$ cat src/rtl/breg_pkg.sv
// Shared types and defaults for the parametrised register bank.
package breg_pkg;

  typedef enum logic {
    ST_IDLE  = 1'b0,
    ST_CLEAR = 1'b1
  } state_t;

  localparam int unsigned DATA_W_DEF = 32;
  localparam int unsigned ADDR_W_DEF = 5;

endpackage

$ cat src/rtl/breg_multiport_if.sv
// Register-bank bus: one write port, NRD flattened read ports, status flags.
interface breg_multiport_if #(
  parameter int unsigned DATA_W = 32,
  parameter int unsigned ADDR_W = 5,
  parameter int unsigned NRD    = 2
);

  logic                  clr_req;
  logic                  wr_en;
  logic [ADDR_W-1:0]     wr_addr;
  logic [DATA_W-1:0]     wr_data;
  logic [NRD*ADDR_W-1:0] rd_addr;
  logic [NRD*DATA_W-1:0] rd_data;
  logic                  busy;
  logic                  wr_drop;

  modport master (
    output clr_req, wr_en, wr_addr, wr_data, rd_addr,
    input  rd_data, busy, wr_drop
  );

  modport slave (
    input  clr_req, wr_en, wr_addr, wr_data, rd_addr,
    output rd_data, busy, wr_drop
  );

endinterface

$ cat src/rtl/breg_rd_port.sv
// One combinational read port: array mux, zero-register and busy masking,
// optional write-through forwarding when BREG_BYPASS_EN is defined.
module breg_rd_port
  import breg_pkg::*;
#(
  parameter int unsigned DATA_W   = DATA_W_DEF,
  parameter int unsigned ADDR_W   = ADDR_W_DEF,
  parameter int unsigned ZERO_REG = 1
) (
  input  logic [DATA_W-1:0] mem [2**ADDR_W],
  input  logic              busy,
  input  logic              wr_en,
  input  logic [ADDR_W-1:0] wr_addr,
  input  logic [DATA_W-1:0] wr_data,
  input  logic [ADDR_W-1:0] rd_addr,
  output logic [DATA_W-1:0] rd_data
);

`ifndef BREG_BYPASS_EN
  logic unused_wr;
  assign unused_wr = ^{wr_en, wr_addr, wr_data};
`endif

  // Masks are applied last so they also cover the forwarded value:
  // busy implies not IDLE, and a zero-register write is never forwarded.
  always_comb begin
    rd_data = mem[rd_addr];
`ifdef BREG_BYPASS_EN
    if (wr_en && (rd_addr == wr_addr)) begin
      rd_data = wr_data;
    end
`endif
    if (busy || ((ZERO_REG != 0) && (rd_addr == '0))) begin
      rd_data = '0;
    end
  end

endmodule

$ cat src/rtl/breg_multiport.sv
// Parametrised multi-read-port register bank with a sequential clear sweep
// after reset or on request. Optional feature macro: BREG_BYPASS_EN.
module breg_multiport
  import breg_pkg::*;
#(
  parameter int unsigned DATA_W   = DATA_W_DEF,
  parameter int unsigned ADDR_W   = ADDR_W_DEF,
  parameter int unsigned NRD      = 2,
  parameter int unsigned ZERO_REG = 1
) (
  input logic             clk,
  input logic             rst,
  breg_multiport_if.slave bus
);

  localparam int unsigned DEPTH = 2**ADDR_W;

  state_t            state;
  logic [ADDR_W-1:0] ptr;
  logic              drop_q;
  logic              wr_ok;
  logic [DATA_W-1:0] mem [DEPTH];

  assign wr_ok = bus.wr_en && (state == ST_IDLE) &&
                 !((ZERO_REG != 0) && (bus.wr_addr == '0));

  // Sweep FSM, sweep pointer and registered dropped-write flag.
  always_ff @(posedge clk or posedge rst) begin
    if (rst) begin
      state  <= ST_CLEAR;
      ptr    <= '0;
      drop_q <= 1'b0;
    end else begin
      drop_q <= bus.wr_en && (state == ST_CLEAR);
      case (state)
        ST_IDLE: begin
          if (bus.clr_req) begin
            state <= ST_CLEAR;
            ptr   <= '0;
          end
        end
        ST_CLEAR: begin
          ptr <= ptr + 1'b1;
          if (ptr == '1) begin
            state <= ST_IDLE;
          end
        end
        default: state <= ST_CLEAR;
      endcase
    end
  end

  // Storage is not reset; the sweep zeroes it. A write coinciding with
  // clr_req lands here first and is wiped later by the sweep.
  always_ff @(posedge clk) begin
    if (state == ST_CLEAR) begin
      mem[ptr] <= '0;
    end else if (wr_ok) begin
      mem[bus.wr_addr] <= bus.wr_data;
    end
  end

  assign bus.busy    = (state == ST_CLEAR);
  assign bus.wr_drop = drop_q;

  // Independent read ports.
  for (genvar k = 0; k < NRD; k++) begin : g_rd
    breg_rd_port #(
      .DATA_W   (DATA_W),
      .ADDR_W   (ADDR_W),
      .ZERO_REG (ZERO_REG)
    ) u_rd (
      .mem     (mem),
      .busy    (bus.busy),
      .wr_en   (bus.wr_en),
      .wr_addr (bus.wr_addr),
      .wr_data (bus.wr_data),
      .rd_addr (bus.rd_addr[k*ADDR_W +: ADDR_W]),
      .rd_data (bus.rd_data[k*DATA_W +: DATA_W])
    );
  end

endmodule

$ cat src/flat_wrapper.sv
// flat-port wrapper written by rule: the top's interface ports become plain ports
module breg_multiport_flat import breg_pkg::*;
#(
  parameter int unsigned DATA_W   = DATA_W_DEF,
  parameter int unsigned ADDR_W   = ADDR_W_DEF,
  parameter int unsigned NRD      = 2,
  parameter int unsigned ZERO_REG = 1
)
  (clk, rst, bus_clr_req, bus_wr_en, bus_wr_addr, bus_wr_data, bus_rd_addr, bus_rd_data, bus_busy, bus_wr_drop);
  breg_multiport_if #(.DATA_W(DATA_W), .ADDR_W(ADDR_W), .NRD(NRD)) bus_i ();
  input logic clk;
  input logic rst;
  input wire logic [$bits(bus_i.clr_req)-1:0] bus_clr_req;
  input wire logic [$bits(bus_i.wr_en)-1:0] bus_wr_en;
  input wire logic [$bits(bus_i.wr_addr)-1:0] bus_wr_addr;
  input wire logic [$bits(bus_i.wr_data)-1:0] bus_wr_data;
  input wire logic [$bits(bus_i.rd_addr)-1:0] bus_rd_addr;
  output wire logic [$bits(bus_i.rd_data)-1:0] bus_rd_data;
  output wire logic [$bits(bus_i.busy)-1:0] bus_busy;
  output wire logic [$bits(bus_i.wr_drop)-1:0] bus_wr_drop;
  assign bus_i.clr_req = bus_clr_req;
  assign bus_i.wr_en = bus_wr_en;
  assign bus_i.wr_addr = bus_wr_addr;
  assign bus_i.wr_data = bus_wr_data;
  assign bus_i.rd_addr = bus_rd_addr;
  assign bus_rd_data = bus_i.rd_data;
  assign bus_busy = bus_i.busy;
  assign bus_wr_drop = bus_i.wr_drop;
  breg_multiport #(.DATA_W(DATA_W), .ADDR_W(ADDR_W), .NRD(NRD), .ZERO_REG(ZERO_REG)) u_core (.clk(clk), .rst(rst), .bus(bus_i));
endmodule
$ cat config.mk
export PLATFORM = sky130hd
export DESIGN_NAME = breg_multiport_flat
export DESIGN_NICKNAME = d
export VERILOG_FILES = /design/src/rtl/breg_pkg.sv /design/src/rtl/breg_multiport_if.sv /design/src/rtl/breg_rd_port.sv /design/src/rtl/breg_multiport.sv /design/src/flat_wrapper.sv
export SDC_FILE = /design/constraint.sdc
export NUM_CORES = 2
export LEC_CHECK = 0
export CAP_MARGIN = 20
export CORE_MARGIN = 3
export CORE_UTILIZATION = 41
export CTS_BUF_LIST = sky130_fd_sc_hd__clkbuf_16
export CTS_CLUSTER_DIAMETER = 100
export CTS_CLUSTER_SIZE = 16
export DETAILED_ROUTE_END_ITERATION = 8
export DONT_BUFFER_PORTS = 1
export GPL_ROUTABILITY_DRIVEN = 0
export GPL_TIMING_DRIVEN = 0
export PLACE_DENSITY = 0.52
export SLEW_MARGIN = 10
export SYNTH_ARGS = -nofsm -noshare
export SYNTH_HDL_FRONTEND = slang
export SYNTH_SLANG_ARGS = --single-unit
$ cat constraint.sdc
create_clock -name clk -period 5 [get_ports clk]
set_clock_uncertainty 0.1 [all_clocks]
set_input_delay 0.75 -clock clk [delete_from_list [all_inputs] [get_ports clk]]
set_output_delay 0.75 -clock clk [all_outputs]
set_load 0.005 [all_outputs]
# After elaboration in Yosys (flattened, before gate mapping)
# Cells that the tools add are included.
# word_totals
output_inout_bits	66
regBits	1031
inputBits	51
latch_bits	0
mem_count	0
elab_cells	83
romBits	0
mem_bits_rw	0
# op_classes
bitwise	7
add_sub_neg	1
shifts	0
order_cmp	6
mux	20
n_div	0
mul	0
reduce_logical	12
n_eq_ne	2
# ops
cell	n
$mux W1024	2
$and A1024 B1024 Y1024	1
$bwmux W1024	1
$not A1024 Y1024	1
$bmux W32 S5	2
$demux W32 S5	2
$mux W32	8
$ge A6 B6 Y1 const B	4
$not A5 Y6	4
$logic_not A5 Y1	3
$lt A6 B1 Y1 const B	2
$pmux W5 S2	1
$add A5 B1 Y5 const B	1
$eq A5 B5 Y1 const B	1
$logic_and A1 B1 Y1	5
$mux W5	1
$logic_or A1 B1 Y1	2
$mux W1	2
$ne A2 B2 Y1 const B	1
$pmux W1 S2	1
$reduce_bool A2 Y1	1
$logic_not A1 Y1	1
$not A1 Y1	1

# Logic depth before layout (Yosys ltp)
# depth
depth_word	8
mapped_depth	8

# Hierarchy
# From an unflattened synthesis, not the netlist that was laid out.
# hier_totals
hier_cells	4326
area_unflattened_um2	60282.8
# modules_own_cells
mod	n_inst	area_each_um2	cells_per_inst
breg_multiport	1	43426.6	2654
breg_rd_port	2	8428.1	836

# Least setup slack after synthesis
# OpenSTA, ideal clock, no wires.
# synth_timing
path_type	input -> register
startpoint	input bus_wr_addr[0]
endpoint	register u_core.mem[480] (netlist bit) (enable)
path_slack_ns	1.951
stages	6
setup_ns	0.389
path_buffers	2
arrival_ns	2.560
required_time_ns	4.511
path_cell_list	buf_2 -> or3_1 -> nor2_1 -> buf_2 -> nand3_1 -> nand2_1
# synth_via
elab_chain_cells	4
# synth_lines
element	line	text
from (decl)	flat_wrapper.sv:15	input wire logic [$bits(bus_i.wr_addr)-1:0] bus_wr_addr;
$logic_not A5 Y1	breg_multiport.sv:25	!((ZERO_REG != 0) && (bus.wr_addr == '0));
$logic_not A1 Y1	breg_multiport.sv:25	
$logic_and A1 B1 Y1	breg_multiport.sv:24	assign wr_ok = bus.wr_en && (state == ST_IDLE) &&
$reduce_bool A2 Y1 (no line)	--	
to (signal, indexed assignment)	breg_multiport.sv:59	mem[bus.wr_addr] <= bus.wr_data;
to (decl)	breg_multiport.sv:22	logic [DATA_W-1:0] mem [DEPTH];
# Every way passes these cells.
# A chain may end at the register's enable or synchronous reset.

# Worst setup path in the final report
# layout_timing
startpoint	register u_core.state (netlist: u_core.bus.busy)
endpoint	output bus_rd_data[53]
# layout_via
elab_chain_cells	2
# layout_lines
element	line	text
from (decl)	breg_multiport.sv:18	state_t state;
from (signal assigned)	breg_multiport.sv:30	state <= ST_CLEAR;
from (signal assigned)	breg_multiport.sv:38	state <= ST_CLEAR;
from (signal assigned)	breg_multiport.sv:45	state <= ST_IDLE;
$logic_or A1 B1 Y1	breg_rd_port.sv:33	if (busy || ((ZERO_REG != 0) && (rd_addr == '0))) begin
$mux W32	breg_rd_port.sv:33	
to (decl)	flat_wrapper.sv:18	output wire logic [$bits(bus_i.rd_data)-1:0] bus_rd_data;
# Every way passes these cells.

==> out/results.tsv <==
stage	metric	value	unit
die	ios	117	
cts	insertion_delay	0.70	ns
timing	setup_slack	-0.138	ns
cts	cts.reportedPaths.clkPinSlew	0.08	ns
worst_setup_path	startpoint_type	flip-flop	
cts	cts.sinks	1031	
grt	grt_max_degree	33	
die	design.core.area	0.142	mm2
timing	slew_headroom	18.4	%
drt	firstDrtPassIters	8	
worst_setup_path	critical-path-slowest-cell	dfstp_2	
drt	via_per_inst	7.24	
finish	postLayoutCoreUtil	45.2	%
synthesis	synth.yosys.seq_area_share	52.3	%
cts	root_buffer	clkbuf_16	
worst_setup_path	arrival	4.29	ns
synthesis	syn_area_per_cell	13.6	um2
die	initial_core_util	41.5	%
grt	met3_usage	12.7	%
drt	first_iter_violations	7327	
die	rows	138	
placement	place_inst	6273	
drt	routed_wl	268000	um
synthesis	syn_area	0.0592	mm2
worst_setup_path	cpPeakStageDelay	0.70	ns
timing	hold_viol	0	
power	max-vdd-ir-drop	0.000308	V
synthesis	async_reset_ff_share	0.679	%
placement	detailed_place_hpwl	209000	um
grt	overflow	0	
drt	routedWlPerCell	42.0	um
timing	min_period	5.14	ns
die	die_area	0.149	mm2
cts	cts_tree	yes	
worst_setup_path	path_class	reg2out	
synthesis	synth_edf_count	1024	
finish	drive_gt1_share	15.2	%
worst_setup_path	end_kind	output pin	
worst_setup_path	cp_max_fo	10	
synthesis	synth_nets	4407	
synthesis	ys_ff_latch	1031	
drt	vias	46200	
worst_setup_path	cp.required	4.15	ns
power	power_density	532	mW/mm2
timing	period_share	103	%
placement	postPlaceCellArea	0.0622	mm2
cts	numCtsBuffers	74	
run_status	violations	setup timing	
min_path	hold_path_class	in2reg	
synthesis	synth_ff_type	edfxtp_1	
finish	final_cell_mix	1031 x a22o_1, 1024 x edfxtp_1, 521 x mux2i_1	
grt	antenna_found_initial	15	
finish	nets	4519	
timing	drv_slew	0	
run_status	status	finished with violations	
grt	busiest_layer	met2	
synthesis	synth_cells	4351	
grt	grt_use_met2	51.8	%
timing	tightest_slew	1.22	ns
cts	h-tree-depth	3	
power	p_leak	25.4	nW
die	die_height	386	um
grt	first_global_vias	43600	
finish	fin_cells	6383	
timing	finalSetupViolCount	3	
finish	layout_commonest_cell	a22o_1	
synthesis	yosys_warnings	0	
finish	syn_to_final_growth	8.76	%
worst_setup_path	crit_buf_inv	3	
job	cap_violations	0	
timing	rsz0062_at_grt	false	
min_path	hp-start	bus_clr_req	
worst_setup_path	cp_cell_sequence	buf_4 -> buf_2 -> nand3b_1 -> clkbuf_2 -> a21oi_1 -> nand3_1 -> nand4_1	
timing	max_freq	195	MHz
grt	grt_first_pass_wirelength	362000	um
cts	cts_setup_buffers	0	
placement	portBuffers	0	
worst_setup_path	cp-startpoint	u_core.bus.busy	
grt	track_usage	35.2	%
die	die_w	386	um
grt	met1_usage	46.2	%
synthesis	synth_cell_types	46	
cts	cts_buffer_depth	3	
worst_setup_path	path_delay_family	simple AND/OR/NAND/NOR gates	
timing	fin_tns_setup	-0.211	ns
drt	ant_nets	0	
worst_setup_path	r2r_start	u_core.bus.busy	
finish	final_cell_area	0.0643	mm2
drt	drc_errors	0	
timing	holdWs	0.0880	ns
-- layout make-up --
class	instances	area (um2)
buffer	579	2700
timing repair buffer	36	639
clock inverter	17	73.8
fill	12800	78100
tap	1890	2360
sequential	1031	30900
multi-input combinational	2735	25600
clock buffer	79	1980
inverter	6	22.5
antenna	10	25.0
-- stage by stage --
step                total power, mW  setup slack, ns
floorplan                      23.8             1.95
global placement               27.3           -0.246
detailed placement             27.8            0.367
CTS                            33.8            0.124
global route                   35.4           0.0160
finish                         34.2           -0.138
-- worst paths after layout --
path / to / slack [ns] / cells past startpoint
worst max-delay path: bus_rd_data[53] / -0.14 / 7
worst min register to register: u_core.mem[651] / 0.50 / 1
min in group asynchronous: u_core.ptr[0] / 0.41 / 2
max in group asynchronous: u_core.bus.busy / 4.09 / 2
worst min-delay path: u_core.bus.busy / 0.09 / 2
worst max register to register: u_core.mem[745] / 1.06 / 7
-- flip-flops by register name (all words and copies together) (netlist names) --
register            count
u_core.bus.busy         1
u_core.bus.wr_drop      1
u_core.ptr              5
u_core.mem           1024
-- synth_stat cells, types with 3 or more instances --
cell | count | share of area [%]
nor2b_1 | 46 | 0.49
dfrtp_1 | 6 | 0.25
and3_1 | 25 | 0.26
o21ai_0 | 3 | 0.025
nor2_1 | 40 | 0.25
edfxtp_1 | 1024 | 52
nand3b_1 | 4 | 0.051
mux2i_1 | 521 | 8.8
a21oi_2 | 3 | 0.044
nand4_1 | 66 | 0.70
a22oi_1 | 220 | 2.8
nand3_1 | 169 | 1.4
nand2_1 | 120 | 0.76
o31ai_1 | 3 | 0.038
a32o_1 | 32 | 0.54
a21oi_1 | 99 | 0.84
nand2b_1 | 3 | 0.032
nor2_2 | 6 | 0.063
clkbuf_1 | 317 | 2.0
buf_2 | 198 | 1.7
mux4_2 | 252 | 9.6
a31oi_1 | 54 | 0.57
buf_4 | 43 | 0.55
a21o_1 | 3 | 0.038
inv_1 | 5 | 0.032
and2_1 | 7 | 0.074
ha_1 | 5 | 0.11
buf_6 | 14 | 0.27
a22o_1 | 1031 | 15
buf_1 | 5 | 0.032
a31o_2 | 5 | 0.074
-- repair_timing --
item,4_1_cts,5_1_grt
endpoints found under the hold margin,8,0
gates resized for setup,1,2
pin swaps,0,0
setup endpoints to repair,2,5
hold buffers,2,0
-- layer usage --
| layer | wire length [um] | share of wire, % | vias up |
|---|---|---|---|
| met5 | 39 | 0.015 | - |
| met3 | 35800 | 13 | 563 |
| met2 | 115000 | 43 | 3403 |
| met4 | 14400 | 5.4 | 6 |
| met1 | 103000 | 38 | 23800 |
| li1 | - | - | 18400 |
-- power by group --
part / internal, mW / leakage (nW) / total [mW] / switching (mW)
Sequential: 14.4 / 12.0 / 17.6 / 3.18
Combinational: 5.16 / 12.3 / 10.5 / 5.37
Clock: 2.82 / 1.06 / 6.08 / 3.27
-- kinds of logic after synthesis --
logic type	after synthesis	synth area share, %
AOI/OAI and AO/OA	1458	20.3
adders and majority gates	5	0.106
buffers and inverters	585	4.59
DFF	1031	52.3
muxes	773	18.4
and+or+nand+nor	499	4.31
Power figures use the tool's default switching activity.
